--- src/rtl/fetch_queue.sv ---
// fetch_queue: dual-slot instruction fetch queue between fetch and decode.
// Holds DEPTH {instr, pc} entries in a circular buffer. Up to two entries
// can be pushed and up to two popped per cycle. Slot 0 is always the older
// of a pair.
// Optional feature macro: FQ_BYPASS_EN. When it is defined, pushes into an
// empty queue appear on the outputs in the same cycle. When it is undefined,
// every output depends only on registered state.
// Word widths come from `IWIDTH and `DWIDTH. Both default to 32 bits.

`ifndef IWIDTH
`define IWIDTH 32
`endif
`ifndef DWIDTH
`define DWIDTH 32
`endif

module fetch_queue #(
  parameter int DEPTH = 8
) (
  input  logic                       fq_i_clk,
  input  logic                       fq_i_rst,
  input  logic                       fq_i_flush,
  input  logic [1:0]                 fq_i_wr_vld,
  input  logic [`IWIDTH-1:0]         fq_i_instr0,
  input  logic [`IWIDTH-1:0]         fq_i_instr1,
  input  logic [`DWIDTH-1:0]         fq_i_pc0,
  input  logic [`DWIDTH-1:0]         fq_i_pc1,
  output logic                       fq_o_rdy,
  input  logic [1:0]                 fq_i_pop,
  output logic                       fq_o_ce0,
  output logic                       fq_o_ce1,
  output logic [`IWIDTH-1:0]         fq_o_instr0,
  output logic [`IWIDTH-1:0]         fq_o_instr1,
  output logic [`DWIDTH-1:0]         fq_o_pc0,
  output logic [`DWIDTH-1:0]         fq_o_pc1,
  output logic [$clog2(DEPTH):0]     fq_o_count,
  output logic                       fq_o_full,
  output logic                       fq_o_empty
);

  localparam int AW = $clog2(DEPTH);
  localparam int IW = `IWIDTH;
  localparam int DW = `DWIDTH;
  localparam logic [AW:0] RDY_MAX  = (AW+1)'(DEPTH - 2);
  localparam logic [AW:0] FULL_CNT = (AW+1)'(DEPTH);
  localparam logic [AW:0] TWO      = (AW+1)'(2);

  // Pointers carry one extra wrap bit. Their difference is the occupancy,
  // and it stays correct across wrap, including the full case.
  logic [AW:0]   wr_ptr_q, wr_ptr_d;
  logic [AW:0]   rd_ptr_q, rd_ptr_d;
  logic [AW:0]   count;

  // Storage array. It has no reset, because the pointers alone define
  // which entries are live.
  logic [IW-1:0] instr_mem_q [DEPTH];
  logic [DW-1:0] pc_mem_q    [DEPTH];

  logic [AW-1:0] wr_idx0, wr_idx1;
  logic [AW-1:0] rd_idx0, rd_idx1;
  logic          rdy;
  logic          push_ok;
  logic [1:0]    push_n;
  logic [1:0]    pop_n;
  logic          we0, we1;

  // The visible head pair, before zero-masking.
  logic          vis_ce0, vis_ce1;
  logic [IW-1:0] vis_instr0, vis_instr1;
  logic [DW-1:0] vis_pc0, vis_pc1;

`ifdef FQ_BYPASS_EN
  // Bypass is active only when nothing is stored and the queue is not in
  // reset or a flush. Gating with reset keeps the outputs quiet while
  // reset is held.
  logic          byp;
  assign byp = (count == '0) & ~fq_i_flush & fq_i_rst;
`endif

  assign count   = wr_ptr_q - rd_ptr_q;
  assign rdy     = (count <= RDY_MAX);
  assign push_ok = rdy & ~fq_i_flush;

  assign wr_idx0 = wr_ptr_q[AW-1:0];
  assign wr_idx1 = wr_idx0 + AW'(1);
  assign rd_idx0 = rd_ptr_q[AW-1:0];
  assign rd_idx1 = rd_idx0 + AW'(1);

  // Count the accepted push slots. Slot 1 without slot 0 counts as no push.
  always_comb begin
    push_n = 2'd0;
    if (push_ok) begin
      case (fq_i_wr_vld)
        2'b01:   push_n = 2'd1;
        2'b11:   push_n = 2'd2;
        default: push_n = 2'd0;
      endcase
    end
  end

  // Select the head pair presented to the decoder: stored entries normally,
  // or the incoming slots when bypassing into an empty queue.
  always_comb begin
    vis_ce0    = (count != '0);
    vis_ce1    = (count >= TWO);
    vis_instr0 = instr_mem_q[rd_idx0];
    vis_instr1 = instr_mem_q[rd_idx1];
    vis_pc0    = pc_mem_q[rd_idx0];
    vis_pc1    = pc_mem_q[rd_idx1];
`ifdef FQ_BYPASS_EN
    if (byp) begin
      vis_ce0    = (push_n != 2'd0);
      vis_ce1    = (push_n == 2'd2);
      vis_instr0 = fq_i_instr0;
      vis_instr1 = fq_i_instr1;
      vis_pc0    = fq_i_pc0;
      vis_pc1    = fq_i_pc1;
    end
`endif
  end

  // Count the accepted pops. Pop bits are honoured only against a valid
  // slot, and head+1 alone counts as no pop.
  always_comb begin
    pop_n = 2'd0;
    if (!fq_i_flush) begin
      case (fq_i_pop)
        2'b01:   pop_n = vis_ce0 ? 2'd1 : 2'd0;
        2'b11:   pop_n = vis_ce1 ? 2'd2 : (vis_ce0 ? 2'd1 : 2'd0);
        default: pop_n = 2'd0;
      endcase
    end
  end

  // Decide which accepted slots are written. A bypassed slot that the
  // decoder consumes in the same cycle is never written into storage.
  always_comb begin
    we0 = (push_n != 2'd0);
    we1 = (push_n == 2'd2);
`ifdef FQ_BYPASS_EN
    if (byp) begin
      we0 = (push_n != 2'd0) && (pop_n == 2'd0);
      we1 = (push_n == 2'd2) && (pop_n != 2'd2);
    end
`endif
  end

  // Next-state pointers. A flush empties the queue by aligning the read
  // pointer to the write pointer, so any same-cycle push or pop is dropped.
  always_comb begin
    wr_ptr_d = wr_ptr_q;
    rd_ptr_d = rd_ptr_q;
    if (fq_i_flush) begin
      rd_ptr_d = wr_ptr_q;
    end else begin
      wr_ptr_d = wr_ptr_q + (AW+1)'(push_n);
      rd_ptr_d = rd_ptr_q + (AW+1)'(pop_n);
    end
  end

  // Pointer registers. Reset discards all contents immediately.
  always_ff @(posedge fq_i_clk or negedge fq_i_rst) begin
    if (!fq_i_rst) begin
      wr_ptr_q <= '0;
      rd_ptr_q <= '0;
    end else begin
      wr_ptr_q <= wr_ptr_d;
      rd_ptr_q <= rd_ptr_d;
    end
  end

  // Storage writes. Slot 0 goes to the write pointer and slot 1 to the next
  // location, modulo DEPTH.
  always_ff @(posedge fq_i_clk) begin
    for (int i = 0; i < DEPTH; i++) begin
      if (we0 && (wr_idx0 == AW'(i))) begin
        instr_mem_q[i] <= fq_i_instr0;
        pc_mem_q[i]    <= fq_i_pc0;
      end else if (we1 && (wr_idx1 == AW'(i))) begin
        instr_mem_q[i] <= fq_i_instr1;
        pc_mem_q[i]    <= fq_i_pc1;
      end
    end
  end

  // Decoder-facing outputs. Data is zero whenever its slot is not valid.
  assign fq_o_ce0    = vis_ce0;
  assign fq_o_ce1    = vis_ce1;
  assign fq_o_instr0 = vis_ce0 ? vis_instr0 : '0;
  assign fq_o_instr1 = vis_ce1 ? vis_instr1 : '0;
  assign fq_o_pc0    = vis_ce0 ? vis_pc0 : '0;
  assign fq_o_pc1    = vis_ce1 ? vis_pc1 : '0;

  // Occupancy status.
  assign fq_o_rdy    = rdy;
  assign fq_o_count  = count;
  assign fq_o_full   = (count == FULL_CNT);
  assign fq_o_empty  = (count == '0);

endmodule

--- config.mk ---
export PLATFORM = sky130hd
export DESIGN_NAME = fetch_queue
export DESIGN_NICKNAME = d
export VERILOG_FILES = /design/src/rtl/fetch_queue.sv
export SDC_FILE = /design/constraint.sdc
export NUM_CORES = 1
export LEC_CHECK = 0
export BUFFER_PORTS_ARGS = -buffer_cell sky130_fd_sc_hd__buf_2
export CAP_MARGIN = 30
export CELL_PAD_IN_SITES_DETAIL_PLACEMENT = 1
export CELL_PAD_IN_SITES_GLOBAL_PLACEMENT = 2
export CORE_MARGIN = 5
export CORE_UTILIZATION = 35
export DETAILED_ROUTE_END_ITERATION = 12
export GPL_TIMING_DRIVEN = 0
export HOLD_SLACK_MARGIN = 0.15
export PLACE_DENSITY_LB_ADDON = 0.1
export SLEW_MARGIN = 15
export SYNTH_ARGS = -nofsm -noshare
export SYNTH_HDL_FRONTEND = slang
export SYNTH_SLANG_ARGS = --single-unit
--- constraint.sdc ---
create_clock -name fq_i_clk -period 8.6 [get_ports fq_i_clk]
set_input_delay 0.43 -clock fq_i_clk [delete_from_list [all_inputs] [get_ports fq_i_clk]]
set_output_delay 0.43 -clock fq_i_clk [all_outputs]
set_load 0.005 [all_outputs]
### Word-level counts from Yosys, hierarchy flattened

Memories as Yosys holds them, arrays and structs flattened.
Cells that the tools add are included.

* bitwise logic cells: 18
* magnitude comparators: 2
* mux-type cells: 103
* eq/ne operators: 20
* add/subtract/negate cells: 5
* reduce and logical (&&, ||, !) cells: 33

Operators with widths (number)
* $mux W32: 32
* $reduce_or A32 Y1: 12
* $mux W1: 53
* $mux W3: 12
* $eq A3 B3 Y1 const B: 8
* $logic_and A1 B1 Y1: 16
* $or A1 B1 Y1: 16
* $eq A3 B2 Y1 const B: 4
* $add A4 B2 Y4: 2
* $pmux W2 S2: 2
* $add A3 B1 Y3 const B: 2
* $eq A2 B2 Y1 const B: 3
* $eq A3 B1 Y1 const B: 2
* $logic_not A3 Y1: 2
* $mux W2: 3
* $eq A2 B1 Y1 const B: 2
* $eq A4 B4 Y1 const B: 1
* $ge A4 B2 Y1 const B: 1
* $le A4 B3 Y1 const B: 1
* $logic_not A4 Y1: 1
* $mux W4: 1
* $reduce_bool A4 Y1: 1
* $sub A4 B4 Y4: 1
* $reduce_bool A2 Y1: 1
* other kinds (2): 2

* flip-flop bits (word level): 8
* input port bits: 135
* memories kept: 2
* RAM bits: 512
* output and inout bits: 137
* word-level logic and storage cells: 185

Memory list
* instr_mem_q: depth 8, width 32, read ports 2, clocked after Yosys merged registers in 0, write ports 2, RTL line 56 `logic [IW-1:0] instr_mem_q [DEPTH];`
* pc_mem_q: depth 8, width 32, read ports 2, clocked after Yosys merged registers in 0, write ports 2, RTL line 57 `logic [DW-1:0] pc_mem_q [DEPTH];`

### Longest topological paths before layout

Gate-level depths: netlist of run 1.

* word-level depth: 14
* mapped depth: 17
* depth with buffers taken out: 15

### Worst setup path after synthesis of run 1

Ideal clock, no wire load.

* path kind: flip-flop to flip-flop
* from: register rd_ptr_q[1]
* to: memory instr_mem_q[1][0] (netlist name), enable pin
* setup slack: 0.936 ns
* data arrival time: 7.099 ns
* library setup time: 0.565 ns
* data required time: 8.035 ns
* cell stages (with the launch flop): 10
* path buffers: 2
* cells stage by stage: dfrtp_1 buf_1 buf_1 inv_1 fa_1 xor2_1 and3_1 nor2_4 nand2_1 nor3_1

RTL lines
* start: declaration: RTL line 51 `logic [AW:0] rd_ptr_q, rd_ptr_d;`
* start signal: assignment: RTL line 168 `rd_ptr_q <= rd_ptr_d;`
* end: declaration: RTL line 56

### Final worst setup path of run 1

* from: register rd_ptr_q[1]
* to: output fq_o_pc0[20]

* cells in the longest elaborated chain, start to end: 3

Ends and longest elaborated chain
* $sub A4 B4 Y4: RTL line 80 `assign count = wr_ptr_q - rd_ptr_q;`
* $reduce_bool A4 Y1: RTL line 104 `vis_ce0 = (count != '0);`
* $mux W32 *: RTL line 191 `assign fq_o_pc0 = vis_ce0 ? vis_pc0 : '0;`
* end: declaration: RTL line 34 `` output logic [`DWIDTH-1:0] fq_o_pc0, ``

Every way passes the cells marked *; elsewhere a longest branch is shown, timed or not.

==> key figures, run 1 <==
Synth
  – Yosys reg bits: 520
  – Area share of the largest cell type after synthesis: 50.72%
  – Yosys cell types: 42
  – Fraction of registers with async set/reset: 1.538%
  – Netlist Area Pre-Place: 30320 µm²
  – Synth area leaders: edfxtp_1 (51%), mux4_2 (19%), mux2_2 (14%)
  – Syn avg cell area: roughly 16 µm²
  – Post-Synthesis Cells: 1938
  – Dominant cell type by area after synthesis: edfxtp_1
  – Post-synthesis sequential area ratio: 51.38%
  – Mapped Nets: 2086
  – Synth Warn #: 0
  – Post-synth EDFFs: approximately 510
  – Main synth FF type: edfxtp_1

Die
  – Core Area: 86350 µm²
  – Die Ht: approximately 300 µm
  – Die area: 92600 µm²
  – Boundary Pins: about 270
  – Rows: about 110
  – Die X: 304.3 µm
  – Initial Util: about a third

STA
  – Min Tclk post-route: 6.072 ns
  – Fin. max-slew vios: 0
  – Final period util: 70.60%
  – Count of final hold-check violations: 0
  – Hold slack: roughly 0.18 ns
  – # setup viols final: 0
  – Slew @ Worst Pin: about 0.99 ns
  – Fmax: approximately 160 MHz
  – Worst Skew: 0.02494 ns
  – Unrepaired setup endpoints after global routing: false
  – Slew margin rel.: 34.20%

Global route
  – Largest net degree at the start of global routing: 34
  – First-pass GRT wire length: 163100 µm
  – GRT overflow: 0
  – Initial antenna violation count: 25
  – Number of global-route vias before repair: roughly 22000
  – Global-route usage over all layers: 24.08%

Worst setup path
  – Reg-to-reg startpoint: rd_ptr_q[1]
  – Reg2reg setup slack: just under 3 ns
  – Critical Path Sink Type: output pin
  – R2r worst-path depth: 12
  – Critical path arrival: 5.64 ns
  – CP Launch Type: register
  – Worst Path Max Fanout: 10
  – RR Endpoint: pc_mem_q[5][12]
  – Crit path largest cell delay: around 0.75 ns
  – Highest-delay cell along the critical path: buf_1
  – Crit. Startpoint: rd_ptr_q[1]
  – WS Path Type: register to output pin
  – Critical-path cell list: buf_1, buf_1, inv_1, ha_1, nand2b_1, a21oi_1, xor2_1, buf_4, inv_1, nor2_1, buf_2, buf_2, a21oi_1, buf_2
  – CP required: ~8.2 ns
  – Most frequent CP cell: buf_2

Clocking
  – Hold-fix buffers at CTS: 28
  – Root Driver: clkbuf_16
  – Clock Path Buffers: 3
  – CTS H-tree depth: 2
  – Post-CTS sizing: 0
  – Post-CTS Setup Inserts: 0
  – TritonCTS clock tree: built
  – CTS Sinks: 520
  – Worst skew pair latency: 0.65 ns
  – Number of buffers created by CTS: 60
  – Clock slew at reported path FFs: about 0.060 ns

Final layout
  – Final Util: between 40 and 50%
  – Post-route insts no fill: 3570
  – Filler cells: 8662
  – Share of cells above drive strength 1: 47.59%
  – Area Overhead vs Synth: 19.73%
  – Nets: between 2000 and 3000

Routing
  – Iteration-0 DRC Markers: 1630
  – Average via count per standard cell: 5.676
  – Routed Antenna Nets: 0
  – Final WL: 114100 µm
  – WL per Instance: about 32 µm
  – Vias: between 20000 and 25000
  – Drt pass-1 iters: 5
  – DRC: 0

Power
  – Peak VDD IR: 0.0001985 V
  – Power per cell area: roughly 360 nW/µm²
  – LEAKAGE: between 10 and 15 nW

Place
  – Post-DP HPWL: approximately 80000 µm
  – Port bufs: 271
  – Placed cell count: 3422
  – Routability congestion estimate: 0.7889

Worst hold path
  – Hold depth: 2
  – Worst Hold End: instr_mem_q[4][21]
  – Min-Delay Path Class: input pin to register
  – HP Start: fq_i_instr1[21]

Flow run
  – Max Cap Violations: 0

Outcome
  – Status: completed
## registers in the layout, summed over array words and instances, names as in the netlist
register / count
instr_mem_q: 256
pc_mem_q: 256
rd_ptr_q: 4
wr_ptr_q: 4
## cells in the mapped netlist, types with 8 or more instances
master / count
inv_1: 16
ha_1: 10
a21oi_1: 133
nand2_1: 262
mux4_2: 256
edfxtp_1: 512
clkbuf_1: 50
dfrtp_1: 8
mux2_2: 375
buf_1: 20
buf_2: 63
buf_6: 11
buf_4: 8
mux2_1: 138
nor2_1: 21
## cells by family after synthesis
group	after synthesis	share of synthesized area, %
compound gates	145	2.489
simple gates	309	4.309
buf+inv	169	2.724
xor+xnor	9	0.2848
fa+ha+maj	13	0.6108
flops	520	51.38
mux	773	38.21
## worst max-delay path: cells and delay by family (launching register included)
family | cells | cell delay [ns]
and+or+nand+nor | 2 | 0.50
xor gates and xnor gates | 1 | 0.27
adders and majority gates | 1 | 0.39
AOI/OAI and AO/OA | 2 | 0.44
buffers and inverters | 8 | 2.87
DFF | 1 | 0.52
## cells in the final DEF, fill, tap and decap left out, drive strengths merged, types with 2 or more instances in the layout
| master | netlist | final |
|---|---|---|
| a21oi | 133 | 133 |
| a22oi | 2 | 2 |
| a41o | 2 | 2 |
| buf | 102 | 432 |
| bufinv | 0 | 6 |
| clkbuf | 50 | 123 |
| clkinv | 1 | 30 |
| dfrtp | 8 | 8 |
| diode | 0 | 9 |
| dlygate4sd3 | 0 | 28 |
| edfxtp | 512 | 512 |
| fa | 3 | 3 |
| ha | 10 | 10 |
| inv | 16 | 17 |
| mux2 | 513 | 513 |
| mux2i | 4 | 4 |
| mux4 | 256 | 256 |
| nand2 | 262 | 262 |
| nand2b | 2 | 2 |
| nand4 | 5 | 5 |
| nor2 | 22 | 22 |
| nor2b | 3 | 3 |
| nor3 | 5 | 5 |
| o21ai | 4 | 4 |
| or3 | 2 | 2 |
| xnor2 | 4 | 4 |
| xor2 | 5 | 5 |
## metal layers
layer / vias up / wire length, µm / GRT usage, %
met5: - / 132 / 0
li1: 8638 / - / -
met3: 165 / 6419 / 4.384
met2: 624 / 55960 / 40.80
met4: 20 / 2671 / 6.258
met1: 10815 / 48900 / 32.24
## per-stage QoR
step / cell area [µm²] / worst slack [ns] / power (mW) / TNS, ns
after global routing: 36290 / 2.299 / 13.92 / 0
after CTS: 36260 / 2.449 / 13.42 / 0
final: 36300 / 2.528 / 13.24 / 0
after floorplan: 30320 / 0.9364 / 7.333 / 0
after global placement: 33120 / -7.189 / 10.53 / -1618.24
after detailed placement: 34080 / 3.005 / 10.82 / 0
## power breakdown
| part | internal [mW] | switching (mW) |
|---|---|---|
| Sequential | 3.13 | 0.138 |
| Combinational | 3.04 | 4.36 |
| Clock | 1.47 | 1.10 |
## layout make-up
class                           instances  area, µm²  share of cell area (%)
Buffer                                152      767.0                   2.113
Clock buffer                           73       1572                   4.330
Inverter                               17      63.81                  0.1758
Clock inverter                         37      331.6                  0.9135
Timing Repair Buffer                  358       2529                   6.967
Antenna cell                            9      22.52                 0.06205
Tap cell                             1155       1445                   3.981
Multi-Input combinational cell       1249      13990                   38.55
Sequential cell                       520      15570                   42.91
## worst max-delay path by stage
stage	end	slack [ns]	cells after the start
after floorplan	instr_mem_q[1][0]	0.94	9
after global placement	pc_mem_q[1][14]	-7.19	9
after detailed placement	pc_mem_q[5][15]	3.01	12
after CTS	fq_o_pc0[20]	2.45	14
after global routing	fq_o_pc0[20]	2.30	14
final	fq_o_pc0[20]	2.53	14
No activity file was read; power rests on OpenSTA's default activity.
==> inputs of run 2 (changes only) <==
--- a/config.mk
+++ b/config.mk
@@ -5,6 +5,7 @@
 export SDC_FILE = /design/constraint.sdc
 export NUM_CORES = 1
 export LEC_CHECK = 0
+export ABC_AREA = 1
 export BUFFER_PORTS_ARGS = -buffer_cell sky130_fd_sc_hd__buf_2
 export CAP_MARGIN = 30
 export CELL_PAD_IN_SITES_DETAIL_PLACEMENT = 1
==> constraint.sdc (replaced) <==
create_clock -name fq_i_clk -period 6.2 [get_ports fq_i_clk]
set_input_delay 0.31 -clock fq_i_clk [delete_from_list [all_inputs] [get_ports fq_i_clk]]
set_output_delay 0.31 -clock fq_i_clk [all_outputs]
set_load 0.005 [all_outputs]
==> run 2 against run 1 <==
  * Area after synthesis up 15%
  * Global-route usage increased by 7.8 points
  * Cell count grew 79%
  * Cell area is 12% higher
  * Largest power group unchanged
==> key figures, run 2 <==
Synth
  – Most frequent cells after synthesis: nand2_1 (1385), nand3_1 (544), edfxtp_1 (512)
  – Adder-Cell Fraction of Synth Area: 0.5330%
  – Compound-Gate Fraction of Synth Area: 15.34%
  – Synth Warn #: 0
  – Synth area leaders: edfxtp_1 (44%), nand2_1 (15%), nand3_1 (7.8%)
  – Netlist Area Pre-Place: 34740 µm²
  – Mapped Nets: 4826
  – Post-Synthesis Cells: 4678
  – Mux cell area share after synthesis: 0%
  – Post-synthesis sequential area ratio: 44.83%
  – Simple-gate portion of the synthesized area: between 20% and 30%
  – Dominant cell type by area after synthesis: edfxtp_1
  – Area share of the largest cell type after synthesis: roughly 44%
  – Syn avg cell area: around 7.4 µm²
  – Yosys cell types: 36
  – Main synth FF type: edfxtp_1
  – Main combinational cell family by area after synthesis: simple AND/OR/NAND/NOR gates
  – Post-synth EDFFs: 512
  – Yosys reg bits: 520
  – Post-Synth XOR/XNOR Area: 0.07563%
  – Fraction of registers with async set/reset: 1.538%
  – Leading cell type by number of instances after synthesis: nand2_1

Global route
  – First-pass GRT wire length: 252000 µm
  – GR Util met1: 41.59%
  – Largest net degree at the start of global routing: 38
  – GRT met2 Usage: 53.11%
  – Global-route usage over all layers: 31.92%
  – Number of global-route vias before repair: 36336
  – GRT overflow: 0
  – M3 GR Usage: 5.850%
  – Layer with the highest usage: met2
  – Initial antenna violation count: 17

Die
  – Initial Util: 35.30%
  – Boundary Pins: 272
  – Die area: 105700 µm²
  – Die X: 325.1 µm
  – Core Area: 98420 µm²
  – Die Ht: 325.1 µm
  – Rows: 115

Final layout
  – Nets: 5176
  – Top Registers: instr_mem_q: 256 flops, pc_mem_q: 256 flops
  – Seq. cell area: 15570 µm²
  – Most common cell after layout, fill and taps aside: nand2_1
  – Area Overhead vs Synth: 17.52%
  – Share of cells above drive strength 1: about an eighth
  – Most frequent cells in the layout: nand2_1 (1379), nand3_1 (544), edfxtp_1 (512)
  – Multi-input logic area: 15110 µm²
  – Filler cells: approximately 12000

Worst hold path
  – HP Start: fq_i_instr1[2]
  – Worst Hold End: instr_mem_q[2][2]
  – Min-Delay Path Class: input pin to register
  – Hold depth: 3

Power
  – Peak VDD IR: 0.0003211 V
  – LEAKAGE: approximately 18 nW
  – Power per cell area: 516.6 nW/µm²

Outcome
  – Status: completed

STA
  – Unrepaired setup endpoints after global routing: false
  – Hold slack: 0.1762 ns
  – # setup viols final: 0
  – Fmax: 166.7 MHz
  – Fin. max-slew vios: 0
  – Count of final hold-check violations: 0
  – Final WS setup: 0.1996 ns
  – Slew margin rel.: 25.45%
  – Slew @ Worst Pin: around 1.1 ns
  – Worst Skew: 0.02456 ns
  – Min Tclk post-route: 6.000 ns
  – Final period util: 96.78%

Clocking
  – Clock Path Buffers: 3
  – CTS Sinks: 520
  – Root Driver: clkbuf_16
  – Post-CTS Setup Inserts: 0
  – Clock slew at reported path FFs: 0.06 ns
  – Number of buffers created by CTS: 70
  – CTS H-tree depth: 3
  – TritonCTS clock tree: built
  – Worst skew pair latency: 0.63 ns

Worst setup path
  – Highest-delay cell along the critical path: buf_2
  – Reg-to-reg startpoint: rd_ptr_q[1]
  – CP required: 5.89 ns
  – R2r worst-path depth: 15
  – Crit path largest cell delay: 0.57 ns
  – Worst Path Max Fanout: 12
  – WS Path Type: register to output pin
  – Most frequent CP cell: buf_2
  – CP Launch Type: register
  – Critical Path Sink Type: output pin
  – Critical-path cell list: clkbuf_4, buf_4, clkinv_1, buf_2, buf_2, fa_1, xor2_1, inv_1, nand3_1, nor2_2, buf_2, buf_2, nor2_1, buf_2
  – Critical path arrival: 5.69 ns
  – RR Endpoint: pc_mem_q[6][9]
  – Reg2reg setup slack: 0.44 ns

Routing
  – WL per Instance: 27.42 µm
  – Vias: 35962
  – Iteration-0 DRC Markers: 3401
  – Routed Antenna Nets: 0
  – DRC: 0
  – Drt pass-1 iters: 5
  – Final WL: 174800 µm
  – Average via count per standard cell: 5.642

Place
  – Place WS: 0.3754 ns
  – Routability congestion estimate: 0.8611
  – Post-DP HPWL: 126200 µm
  – Port bufs: between 100 and 150

Flow run
  – Max Cap Violations: 0
==> run 2: worst max path at each step <==
stage / start / endpoint / slack, ns / depth (start not counted)
after detailed placement: rd_ptr_q[1] / instr_mem_q[6][24] / 0.38 / 14
after CTS: rd_ptr_q[1] / fq_o_pc0[12] / 0.13 / 14
after floorplan: rd_ptr_q[1] / instr_mem_q[3][0] / -0.92 / 11
final: rd_ptr_q[1] / fq_o_pc0[12] / 0.20 / 14
after global placement: rd_ptr_q[1] / instr_mem_q[7][24] / -7.67 / 11
after global routing: rd_ptr_q[1] / fq_o_pc0[12] / 0.11 / 14
==> run 2: critical path, delay by kind of cell, from the launching register on <==
kind	cells	cell delay (ns)
and+or+nand+nor	3	0.64
adders and majority gates	1	0.46
DFF	1	0.45
buffers and inverters	9	3.25
xor gates and xnor gates	1	0.20
==> run 2: area by class of cell <==
class | instances | share of cell area, %
flip-flops and latches | 520 | 38.15
plain buffers | 507 | 7.003
repair buffers | 278 | 5.651
diodes | 9 | 0.05516
multi-input cells | 3311 | 37.01
inverters | 340 | 3.126
clock buffers | 100 | 4.772
clock inverters | 22 | 0.2942
well taps | 1287 | 3.944
==> run 2: cells by family after synthesis <==
family / count (synthesis)
buffers and inverters: 847
and+or+nand+nor: 2267
adders and majority gates: 13
AOI/OAI and AO/OA: 1028
xor gates and xnor gates: 3
DFF: 520
==> run 2: timing repair <==
action / 4_1_cts / 5_1_grt
endpoints found under the setup margin: 22 / 20
hold buffers: 116 / 0
gates cloned: 0 / 0
resized for setup: 2 / 1
hold endpoints to repair: 489 / 0
==> run 2: through the flow <==
step / setup TNS, ns / power [mW] / area, µm² / utilization (%) / std cells
final: 0 / 21.09 / 40830 / 41.48 / 6374
after global routing: 0 / 22.23 / 40810 / 41.46 / 6366
after floorplan: -117.36 / 10.94 / 34740 / - / 4678
after CTS: 0 / 20.96 / 40800 / 41.46 / 6365
after detailed placement: 0 / 16.98 / 37570 / 38.17 / 6127
after global placement: -1661.61 / 16.84 / 37070 / 37.66 / 6108
==> run 2: where the power goes <==
group	internal, mW	total, mW	leakage [nW]	switching, mW
Combinational	3.59	12.7	12.3	9.13
Sequential	4.31	4.46	4.71	0.148
Clock	2.21	3.92	1.01	1.70
==> run 2: metal layers <==
layer,routed length [µm],up-vias,share of wire [%]
met2,81600,1628,47
met1,72330,17740,41
met5,84,-,0.048
met4,6520,12,3.7
li1,-,16240,-
met3,14230,342,8.1
==> inputs of run 3 (changes only) <==
==> constraint.sdc (replaced) <==
create_clock -name fq_i_clk -period 6.2 [get_ports fq_i_clk]
set_input_delay 0 -clock fq_i_clk [delete_from_list [all_inputs] [get_ports fq_i_clk]]
set_output_delay 0 -clock fq_i_clk [all_outputs]
set_load 0.005 [all_outputs]
==> run 3 against run 2 <==
  * Critical path depth rose by 6
  * Setup slack better by 0.029 ns
  * Die area unchanged
  * Clock skew shrank 0.0029 ns
  * Sequential power about the same
  * Clock-buffer cell count did not move
  * Hold slack improved by 0.064 ns
  * Via count rose by 1.5%
==> key figures, run 3 (synthesis gave the netlist of run 2 again) <==
Final layout
  – Share of cells above drive strength 1: between 10% and 20%
  – Final Util: 42.37%
  – Most common cell after layout, fill and taps aside: nand2_1
  – Area Overhead vs Synth: 20.04%
  – Nets: 5262
  – Most frequent cells in the layout: nand2_1 (1379), nand3_1 (544), edfxtp_1 (512)
  – Top Registers: instr_mem_q: 256 flops, pc_mem_q: 256 flops

Routing
  – Routed Antenna Nets: 0
  – Final WL: roughly 180000 µm
  – Drt pass-1 iters: 6
  – DRC: 0
  – Average via count per standard cell: 5.647
  – WL per Instance: 27.20 µm
  – Vias: 36518
  – Iteration-0 DRC Markers: 3407

Clocking
  – TritonCTS clock tree: built
  – Root Driver: clkbuf_16
  – Clock slew at reported path FFs: roughly 0.050 ns
  – Worst skew pair latency: 0.62 ns
  – CTS Sinks: 520
  – Clock Path Buffers: 3
  – Number of buffers created by CTS: 70
  – Post-CTS Setup Inserts: 0
  – CTS H-tree depth: 3

STA
  – Count of final hold-check violations: 0
  – Worst Skew: 0.02161 ns
  – Final period util: 96.31%
  – Slew @ Worst Pin: 1.103 ns
  – Fmax: 167.5 MHz
  – Final WS setup: roughly 0.23 ns
  – # setup viols final: 0
  – Unrepaired setup endpoints after global routing: false
  – Min Tclk post-route: around 6.0 ns
  – Fin. max-slew vios: 0
  – Slew margin rel.: 26.46%

Die
  – Die area: 105700 µm²
  – Boundary Pins: about 270
  – Initial Util: roughly a third
  – Die Ht: approximately 330 µm
  – Rows: 115
  – Die X: around 330 µm
  – Core Area: a little under 100000 µm²

Global route
  – Global-route usage over all layers: 32.13%
  – Largest net degree at the start of global routing: 38
  – Number of global-route vias before repair: 36794
  – GRT overflow: 0
  – First-pass GRT wire length: 253900 µm
  – Initial antenna violation count: 16

Power
  – Tot Pwr: 21.15 mW
  – Peak VDD IR: approximately 0.00032 V
  – Power per cell area: 507.1 nW/µm²
  – LEAKAGE: between 15 and 20 nW

Worst hold path
  – Min-Delay Path Class: input pin to register
  – HP Start: fq_i_flush

Worst setup path
  – CP required: 6.70 ns
  – Crit path largest cell delay: 0.58 ns
  – WS Path Type: register to register
  – Critical Path Sink Type: register
  – CP top delay family: buffers and inverters
  – Worst Path Max Fanout: 12
  – Reg-to-reg startpoint: rd_ptr_q[1]
  – Crit. Startpoint: rd_ptr_q[1]
  – Critical-path cell list: clkbuf_4, buf_4, clkinv_1, buf_2, buf_2, fa_1, xor2_1, inv_1, nand3_1, nor2_2, buf_2, nor3b_1, ha_1, nand2_1, a21oi_1, inv_1, o21ai_0, a21oi_1, a21oi_1, dlygate4sd3_1
  – CP Launch Type: register
  – CP bufs+invs: 9
  – Highest-delay cell along the critical path: buf_2
  – Critical path arrival: 6.47 ns

Place
  – Routability congestion estimate: 0.8611
  – Port bufs: 143
  – Place WS: 0.3754 ns
  – Post-DP HPWL: 126200 µm

Outcome
  – Status: completed

Flow run
  – Max Cap Violations: 0
==> run 3: changes by cell type in the layout (fill, tap and decap cells not counted), sizes merged <==
cell         previous run  this run
diode                   9        16
dlygate4sd3           116       202
==> run 3: report_power, final <==
part / internal [mW] / total [mW] / leakage (nW) / switching (mW)
Clock: 2.21 / 3.91 / 1.01 / 1.69
Sequential: 4.31 / 4.46 / 4.71 / 0.148
Combinational: 3.64 / 12.8 / 12.7 / 9.15
Total: 10.2 / 21.1 / 18.4 / 11.0
==> run 3: metrics by stage <==
step,TNS (ns),instance area (µm²),instances,hold WS (ns)
detailed placement,0,37570,6127,-0.1297
finish,0,41700,6467,0.2397
floorplan,-117.36,34740,4678,-0.2956
global route,0,41670,6452,0.2563
global placement,-1661.61,37070,6108,-0.1327
CTS,0,41660,6451,0.1935
==> run 3: layout make-up <==
type / count / area (µm²)
antenna: 16 / 40.04
clock inverter: 22 / 120.1
inverter: 340 / 1276
clock buffer: 100 / 1948
sequential: 520 / 15570
fill: 12203 / 56720
buffer: 507 / 2856
tap: 1287 / 1610
timing repair buffer: 364 / 3168
multi-input combinational: 3311 / 15110
==> run 3: worst register-to-register path: stages (launching register included) <==
cell and delay (ns):
dfrtp_1 0.45, clkbuf_4 0.50, buf_4 0.37, clkinv_1 0.44, buf_2 0.45, buf_2 0.36
fa_1 0.47, xor2_1 0.20, inv_1 0.09, nand3_1 0.11, nor2_2 0.42, buf_2 0.58
nor3b_1 0.13, ha_1 0.22, nand2_1 0.07, a21oi_1 0.06, inv_1 0.11, o21ai_0 0.09
a21oi_1 0.15, a21oi_1 0.05, dlygate4sd3_1 0.55
==> run 3: final timing paths <==
check / to / slack (ns) / cells after the start
max in group asynchronous: rd_ptr_q[1] / 5.52 / 3
worst min register to register: wr_ptr_q[0] / 0.65 / 2
worst max-delay path: rd_ptr_q[3] / 0.23 / 20
min in group asynchronous: wr_ptr_q[0] / 0.38 / 3
worst max register to register: rd_ptr_q[3] / 0.23 / 20
worst min-delay path: rd_ptr_q[1] / 0.24 / 3
==> run 3: layer usage <==
layer  track usage, %  up-vias  part of all wire [%]
met5                0        -                 0.031
met4            11.93        8                   3.7
met3            5.832      339                   7.8
met2            53.79     1638                    47
met1            41.66    18098                    41
li1                 -    16435                     -
==> run 3: repair_timing <==
| item | 4_1_cts | 5_1_grt |
|---|---|---|
| setup endpoints to repair | 0 | 5 |
| hold buffers | 202 | 0 |
| endpoints found under the hold margin | 529 | 0 |
| resized for setup | 0 | 2 |
